## config.mk

```make
export PLATFORM = sky130hd
export DESIGN_NAME = pipe_hazard_ctrl
export DESIGN_NICKNAME = d
export VERILOG_FILES = /design/src/rtl/pipe_hazard_ctrl.sv
export SDC_FILE = /design/constraint.sdc
export NUM_CORES = 1
export LEC_CHECK = 0
export CAP_MARGIN = 10
export CORE_MARGIN = 8
export CORE_UTILIZATION = 31
export CTS_CLUSTER_DIAMETER = 50
export DETAILED_ROUTE_END_ITERATION = 8
export SYNTH_ARGS = -nofsm -noshare
export SYNTH_HDL_FRONTEND = slang
export SYNTH_SLANG_ARGS = --single-unit
```

## constraint.sdc

```tcl
create_clock -name clk -period 4.34 [get_ports clk]
set_input_delay 1.302 -clock clk [delete_from_list [all_inputs] [get_ports clk]]
set_output_delay 1.302 -clock clk [all_outputs]
set_load 0.05 [all_outputs]
```

## src/rtl/pipe_hazard_ctrl.sv

```systemverilog
// Pipeline sequencer for the 5-stage core: load-use interlock, branch squash,
// DM wait with timeout, post-reset fetch hold and saturating event counters.
module pipe_hazard_ctrl #(
  parameter int REG_ADDR_W  = 5,
  parameter int CNT_W       = 16,
  parameter int RESET_HOLD  = 2,
  parameter int MEM_TIMEOUT = 255
) (
  input  logic                  clk,
  input  logic                  rst,
  input  logic                  cnt_clr,
  input  logic [REG_ADDR_W-1:0] id_rs1_addr,
  input  logic [REG_ADDR_W-1:0] id_rs2_addr,
  input  logic                  id_rs1_used,
  input  logic                  id_rs2_used,
  input  logic [REG_ADDR_W-1:0] exe_write_addr,
  input  logic                  exe_DM_read,
  input  logic                  exe_branch_taken,
  input  logic                  mem_dm_req,
  input  logic                  mem_dm_ready,
  output logic                  pc_stall,
  output logic                  if_id_stall,
  output logic                  id_exe_stall,
  output logic                  exe_mem_stall,
  output logic                  if_id_flush,
  output logic                  id_exe_flush,
  output logic                  mem_wb_flush,
  output logic                  mem_err,
  output logic [CNT_W-1:0]      stall_cnt,
  output logic [CNT_W-1:0]      flush_cnt
);

  localparam int HOLD_W = $clog2(RESET_HOLD + 2);
  localparam int WAIT_W = $clog2(MEM_TIMEOUT + 2);

  typedef enum logic [1:0] {S_HOLD, S_RUN, S_MEM_WAIT} state_t;

  localparam state_t             RST_STATE = (RESET_HOLD == 0) ? S_RUN : S_HOLD;
  localparam logic [HOLD_W-1:0]  HOLD_INIT = HOLD_W'(RESET_HOLD);
  localparam logic [WAIT_W-1:0]  WAIT_MAX  = WAIT_W'(MEM_TIMEOUT);

  function automatic logic [CNT_W-1:0] sat_inc(input logic [CNT_W-1:0] v);
    return (&v) ? v : v + CNT_W'(1);
  endfunction

  state_t              r_state;
  logic [HOLD_W-1:0]   r_hold_cnt;
  logic [WAIT_W-1:0]   r_wait_cnt;
  logic [CNT_W-1:0]    r_stall_cnt;
  logic [CNT_W-1:0]    r_flush_cnt;
  logic                r_mem_err;

  logic                w_memwait;
  logic                w_rs1_hit;
  logic                w_rs2_hit;
  logic                w_lu;
  logic                w_hold;
  logic                w_stall_evt;
  logic                w_flush_evt;
  logic [WAIT_W-1:0]   w_wait_nxt;

  assign w_memwait  = mem_dm_req & ~mem_dm_ready;
  assign w_rs1_hit  = id_rs1_used & (id_rs1_addr == exe_write_addr);
  assign w_rs2_hit  = id_rs2_used & (id_rs2_addr == exe_write_addr);
  assign w_lu       = exe_DM_read & (exe_write_addr != '0) & (w_rs1_hit | w_rs2_hit);
  // rst term keeps the HOLD controls visible during reset even when RESET_HOLD=0
  assign w_hold     = rst | (r_state == S_HOLD);
  assign w_wait_nxt = (r_wait_cnt == WAIT_MAX) ? WAIT_MAX : r_wait_cnt + WAIT_W'(1);

  always_comb begin
    pc_stall      = 1'b0;
    if_id_stall   = 1'b0;
    id_exe_stall  = 1'b0;
    exe_mem_stall = 1'b0;
    if_id_flush   = 1'b0;
    id_exe_flush  = 1'b0;
    mem_wb_flush  = 1'b0;
    w_flush_evt   = 1'b0;
    if (w_hold) begin
      pc_stall     = 1'b1;
      if_id_flush  = 1'b1;
      id_exe_flush = 1'b1;
    end else if (w_memwait) begin
      // a taken branch stays parked in EXE behind the frozen EXE/MEM register
      pc_stall      = 1'b1;
      if_id_stall   = 1'b1;
      id_exe_stall  = 1'b1;
      exe_mem_stall = 1'b1;
      mem_wb_flush  = 1'b1;
    end else if (exe_branch_taken) begin
      if_id_flush  = 1'b1;
      id_exe_flush = 1'b1;
      w_flush_evt  = 1'b1;
    end else if (w_lu) begin
      pc_stall     = 1'b1;
      if_id_stall  = 1'b1;
      id_exe_flush = 1'b1;
    end
  end

  assign w_stall_evt = ~w_hold & pc_stall;

  always_ff @(posedge clk or posedge rst) begin
    if (rst) begin
      r_state     <= RST_STATE;
      r_hold_cnt  <= HOLD_INIT;
      r_wait_cnt  <= '0;
      r_stall_cnt <= '0;
      r_flush_cnt <= '0;
      r_mem_err   <= 1'b0;
    end else begin
      case (r_state)
        S_HOLD: begin
          if (r_hold_cnt != '0) r_hold_cnt <= r_hold_cnt - HOLD_W'(1);
          if (r_hold_cnt <= HOLD_W'(1)) r_state <= S_RUN;
        end
        S_RUN, S_MEM_WAIT: begin
          if (w_memwait) begin
            r_state    <= S_MEM_WAIT;
            r_wait_cnt <= w_wait_nxt;
            if (w_wait_nxt == WAIT_MAX) r_mem_err <= 1'b1;
          end else begin
            r_state    <= S_RUN;
            r_wait_cnt <= '0;
          end
        end
        default: r_state <= RST_STATE;
      endcase
      // clear is placed last so it wins over a same-cycle increment or timeout
      if (cnt_clr) begin
        r_stall_cnt <= '0;
        r_flush_cnt <= '0;
        r_mem_err   <= 1'b0;
      end else begin
        if (w_stall_evt) r_stall_cnt <= sat_inc(r_stall_cnt);
        if (w_flush_evt) r_flush_cnt <= sat_inc(r_flush_cnt);
      end
    end
  end

  assign mem_err   = r_mem_err;
  assign stall_cnt = r_stall_cnt;
  assign flush_cnt = r_flush_cnt;

endmodule

```

==> summary.md, run 1 <==
| Metric | Value |
|---|---|
| Outcome | finished clean |
| First-pass GRT wire length | 11500 µm |
| RSZ-0062 raised after global routing | false |
| Setup WS pre-CTS | a little over 0.06 ns |
| CP Buf/Inv Count | 2 |
| Number of synthesized register bits | 46 |
| Most common cell in the netlist | dfrtp_1 |
| Leak Pwr | between 1 and 1.5 nW |
| Synthesized cell area | roughly 2700 µm² |
| WHS Endpoint | r_hold_cnt[1] |
| Clock skew | 0.00545 ns |
| Sequential element share of the synthesized area | 0.430 |
| Root buf cell | clkbuf_8 |
| Critical hold path startpoint | r_hold_cnt[1] |
| I/O Pins | between 60 and 70 |
| Post-synth top area cell | dfrtp_1 |
| Clock Latency Late Sink | just over 0.3 ns |
| Total number of vias | approximately 2400 |
| H-tree Lvls | 2 |
| Post-synthesis cell count | 295 |
| Antenna-violating nets left | 0 |
| Ys async rst share | 1.00 |
| Peak supply drop | approximately 0.00013 V |
| Initial antenna violation count | 0 |
| Routability Congestion | a little over 0.8 |
| # Max-Cap Violations | 0 |
| I/O Buffers | 63 |
| Vias per cell | just over 5 |
| Initial DRT Pass Iterations | 4 |
| Setup crit start kind | input port |
| Flop2flop setup slack | roughly 1.8 ns |
| YS warnings | 0 |
| Seq. cell area | around 1200 µm² |
| Final net count | between 300 and 400 |
| CTS tree | done |
| Syn Nets | between 300 and 400 |
| F_max | 235 MHz |
| P_int | approximately 0.0007 W |
| Clock power share | 0.323 |
| Cell variety after synth | 44 |
| Multi-input logic area | between 1000 and 1500 µm² |
| Post-synth top area share | 0.420 |
| WHS | between 0.4 and 0.5 ns |
| Worst path slowest cell | clkdlybuf4s50_1 |
| Sw Share | 0.320 |
| Crit-path max cell delay | 0.54 ns |
| Final worst path period share | 0.981 |
| CTS Hold Bufs | 0 |
| Die Y | about 110 µm |
| Clock-pin slew on the worst setup and hold paths | roughly 0.090 ns |
| Cell Pwr Density | approximately 300 nW/µm² |
| Cell row count | 34 |
| Worst Slack Setup Final | roughly 0.084 ns |
| Worst-Margin Slew | between 0.8 and 0.9 ns |
| Tmin final | around 4.3 ns |
| Core ar. | ~8600 µm² |
| Initial core utilization | 0.313 |
| RR Endpoint | stall_cnt[15] |
| Top cells by count, synth | 45 x dfrtp_1, 29 x nand2_1, 28 x nor2_1, 24 x a21oi_1, 16 x xor2_1 |
| CTS max path bufs | 2 |
| Post-route DRC violation count | 0 |
| Number of global-route vias before repair | between 2000 and 2500 |
| Final HPWL DP | 5140 µm |
| Inserted Diodes | 0 |
| TNS Setup | 0 ns |
| Combinational share of power | 0.239 |
| # clock sinks | 46 |
| Maximum fanout along the worst path | 3 |
| Post-synth EDFFs | 0 |
| Fin. max-slew vios | 0 |
| Synth Area per Inst | approximately 9.1 µm² |
| Worst Hold Class | flip-flop to flip-flop |
| DRT Wirelength | roughly 7000 µm |
| Crit-path cells | clkdlybuf4s50_1, xnor2_1, nand4_1, o22ai_2, nand2_1, o211ai_1, clkbuf_16 |
| CTS Buf Count | 5 |
| Setup violations, final | 0 |
| Critical path's top delay family | buffers and inverters |
| Initial DRC Count | between 100 and 150 |
| CP Capture Type | primary output |
| Area delta synth->final | 34.1% |
| Share of cells above drive strength 1 | 0.0861 |
| Critical Path RT | 3.04 ns |
| Die W | roughly 110 µm |
| NetSw | 0.000339 W |
| Final hold vios | 0 |
| Post-CTS Resized | 0 |
| Worst path arrival time | around 3 ns |
| Ranking of synthesized cells by area | dfrtp_1 42%, xor2_1 5.2%, a21oi_1 4.5% |
| Die area | around 12000 µm² |
| Total GRT Usage | 0.119 |
| Hold depth | 2 |
| Reg power frac | 0.438 |
| Primary FF master, synth | dfrtp_1 |
| Slew headroom | 0.429 |
| Wirelength per Cell | approximately 15 µm |
| # Post-CTS Setup Buffers | 0 |
| WS Path Type | input port to primary output |
| GRT overflow | 0 |
| Worst r2r src | r_state[0] |
| Pin count of the biggest net entering global routing | 25 |
| R2R cell count | 8 |
| Fill count | between 800 and 900 |
==> per-layer routing <==
layer	global-route usage	routed length [µm]	vias to the layer above
met5	0	0	-
met4	0.0459	107	0
met3	0.0254	340	6
met2	0.198	3180	53
met1	0.147	3280	1133
li1	-	-	1184
==> registers in the layout, indices dropped and copies added (netlist names) <==
register	cells
flush_cnt	16
stall_cnt	16
r_state	2
r_hold_cnt	2
mem_err	1
r_wait_cnt	9
==> worst register-to-register path, stage by stage (launching register included) <==
cell and delay [ns]:
dfrtp_1 0.39, inv_1 0.05, ha_1 0.23, nor2_1 0.20
a21boi_2 0.28, o21a_1 0.23, nand3_2 0.35, or4_1 0.59
a21oi_1 0.14
==> power by group through the flow <==
| stage | combinational (W) | clock, W | sequential (W) |
|---|---|---|---|
| floorplan | 0.000154 | 0 | 0.000476 |
| global placement | 0.000246 | 0 | 0.000471 |
| detailed placement | 0.000253 | 0 | 0.000471 |
| CTS | 0.000254 | 0.000356 | 0.000464 |
| global route | 0.000276 | 0.000373 | 0.000467 |
| finish | 0.000253 | 0.000342 | 0.000463 |
==> cells in the final DEF (no fill, tap or decap), types with 7 or more instances in the layout <==
cell	netlist	final
nand3_1	11	11
or3_1	8	8
nand4_1	14	14
dfrtp_1	45	45
xnor2_1	13	13
buf_4	2	8
clkdlybuf4s50_1	0	54
a21oi_1	24	24
nand2_1	29	29
o21ai_1	7	7
nor2_1	28	27
xor2_1	16	16
ha_1	7	7
inv_1	12	11
o21ai_0	12	12
==> cells by family (layout without fill, tap and decap cells) <==
| logic type | count (synthesis) | count (layout) | share of synthesized area |
|---|---|---|---|
| compound gates | 66 | 66 | 0.159 |
| xor+xnor | 29 | 29 | 0.0948 |
| fa+ha+maj | 7 | 7 | 0.0327 |
| buf+inv | 24 | 89 | 0.0453 |
| flops | 46 | 46 | 0.430 |
| mux | 2 | 2 | 0.00747 |
| simple gates | 121 | 121 | 0.230 |
==> worst max-delay path by stage <==
stage / startpoint / end / slack (ns) / cells past startpoint
6_report: exe_write_addr[4] / pc_stall / 0.08 / 7
5_1_grt: exe_write_addr[4] / pc_stall / 0.003 / 7
4_1_cts: exe_write_addr[3] / pc_stall / 0.05 / 7
3_5_place_dp: exe_write_addr[3] / pc_stall / 0.06 / 7
3_3_place_gp: exe_write_addr[0] / pc_stall / 0.07 / 6
2_1_floorplan: exe_write_addr[2] / id_exe_flush / 0.11 / 5
==> final cells by class <==
class,count,share of cell area
Sequential cell,46,0.321
Tap cell,108,0.0376
Inverter,12,0.0125
Clock inverter,3,0.0132
Timing Repair Buffer,69,0.203
Multi-Input combinational cell,225,0.393
Clock buffer,5,0.0192
==> per-stage QoR <==
| step | utilization | power (W) | instances | area, µm² |
|---|---|---|---|---|
| floorplan | - | 0.000630 | 295 | 2680 |
| global placement | 0.405 | 0.000717 | 460 | 3460 |
| detailed placement | 0.405 | 0.000725 | 460 | 3460 |
| CTS | 0.418 | 0.00107 | 468 | 3580 |
| global route | 0.420 | 0.00112 | 468 | 3590 |
| finish | 0.420 | 0.00106 | 468 | 3590 |
No activity file was read; power rests on OpenSTA's default activity.
==> run 2: changes to the inputs <==
--- a/config.mk
+++ b/config.mk
@@ -10,6 +10,7 @@
 export CORE_UTILIZATION = 31
 export CTS_CLUSTER_DIAMETER = 50
 export DETAILED_ROUTE_END_ITERATION = 8
+export SKIP_CTS_REPAIR_TIMING = 1
 export SYNTH_ARGS = -nofsm -noshare
 export SYNTH_HDL_FRONTEND = slang
 export SYNTH_SLANG_ARGS = --single-unit
==> results of run 2 <==
Same layout as run 1: the final DEF is identical, and so are final timing and power.
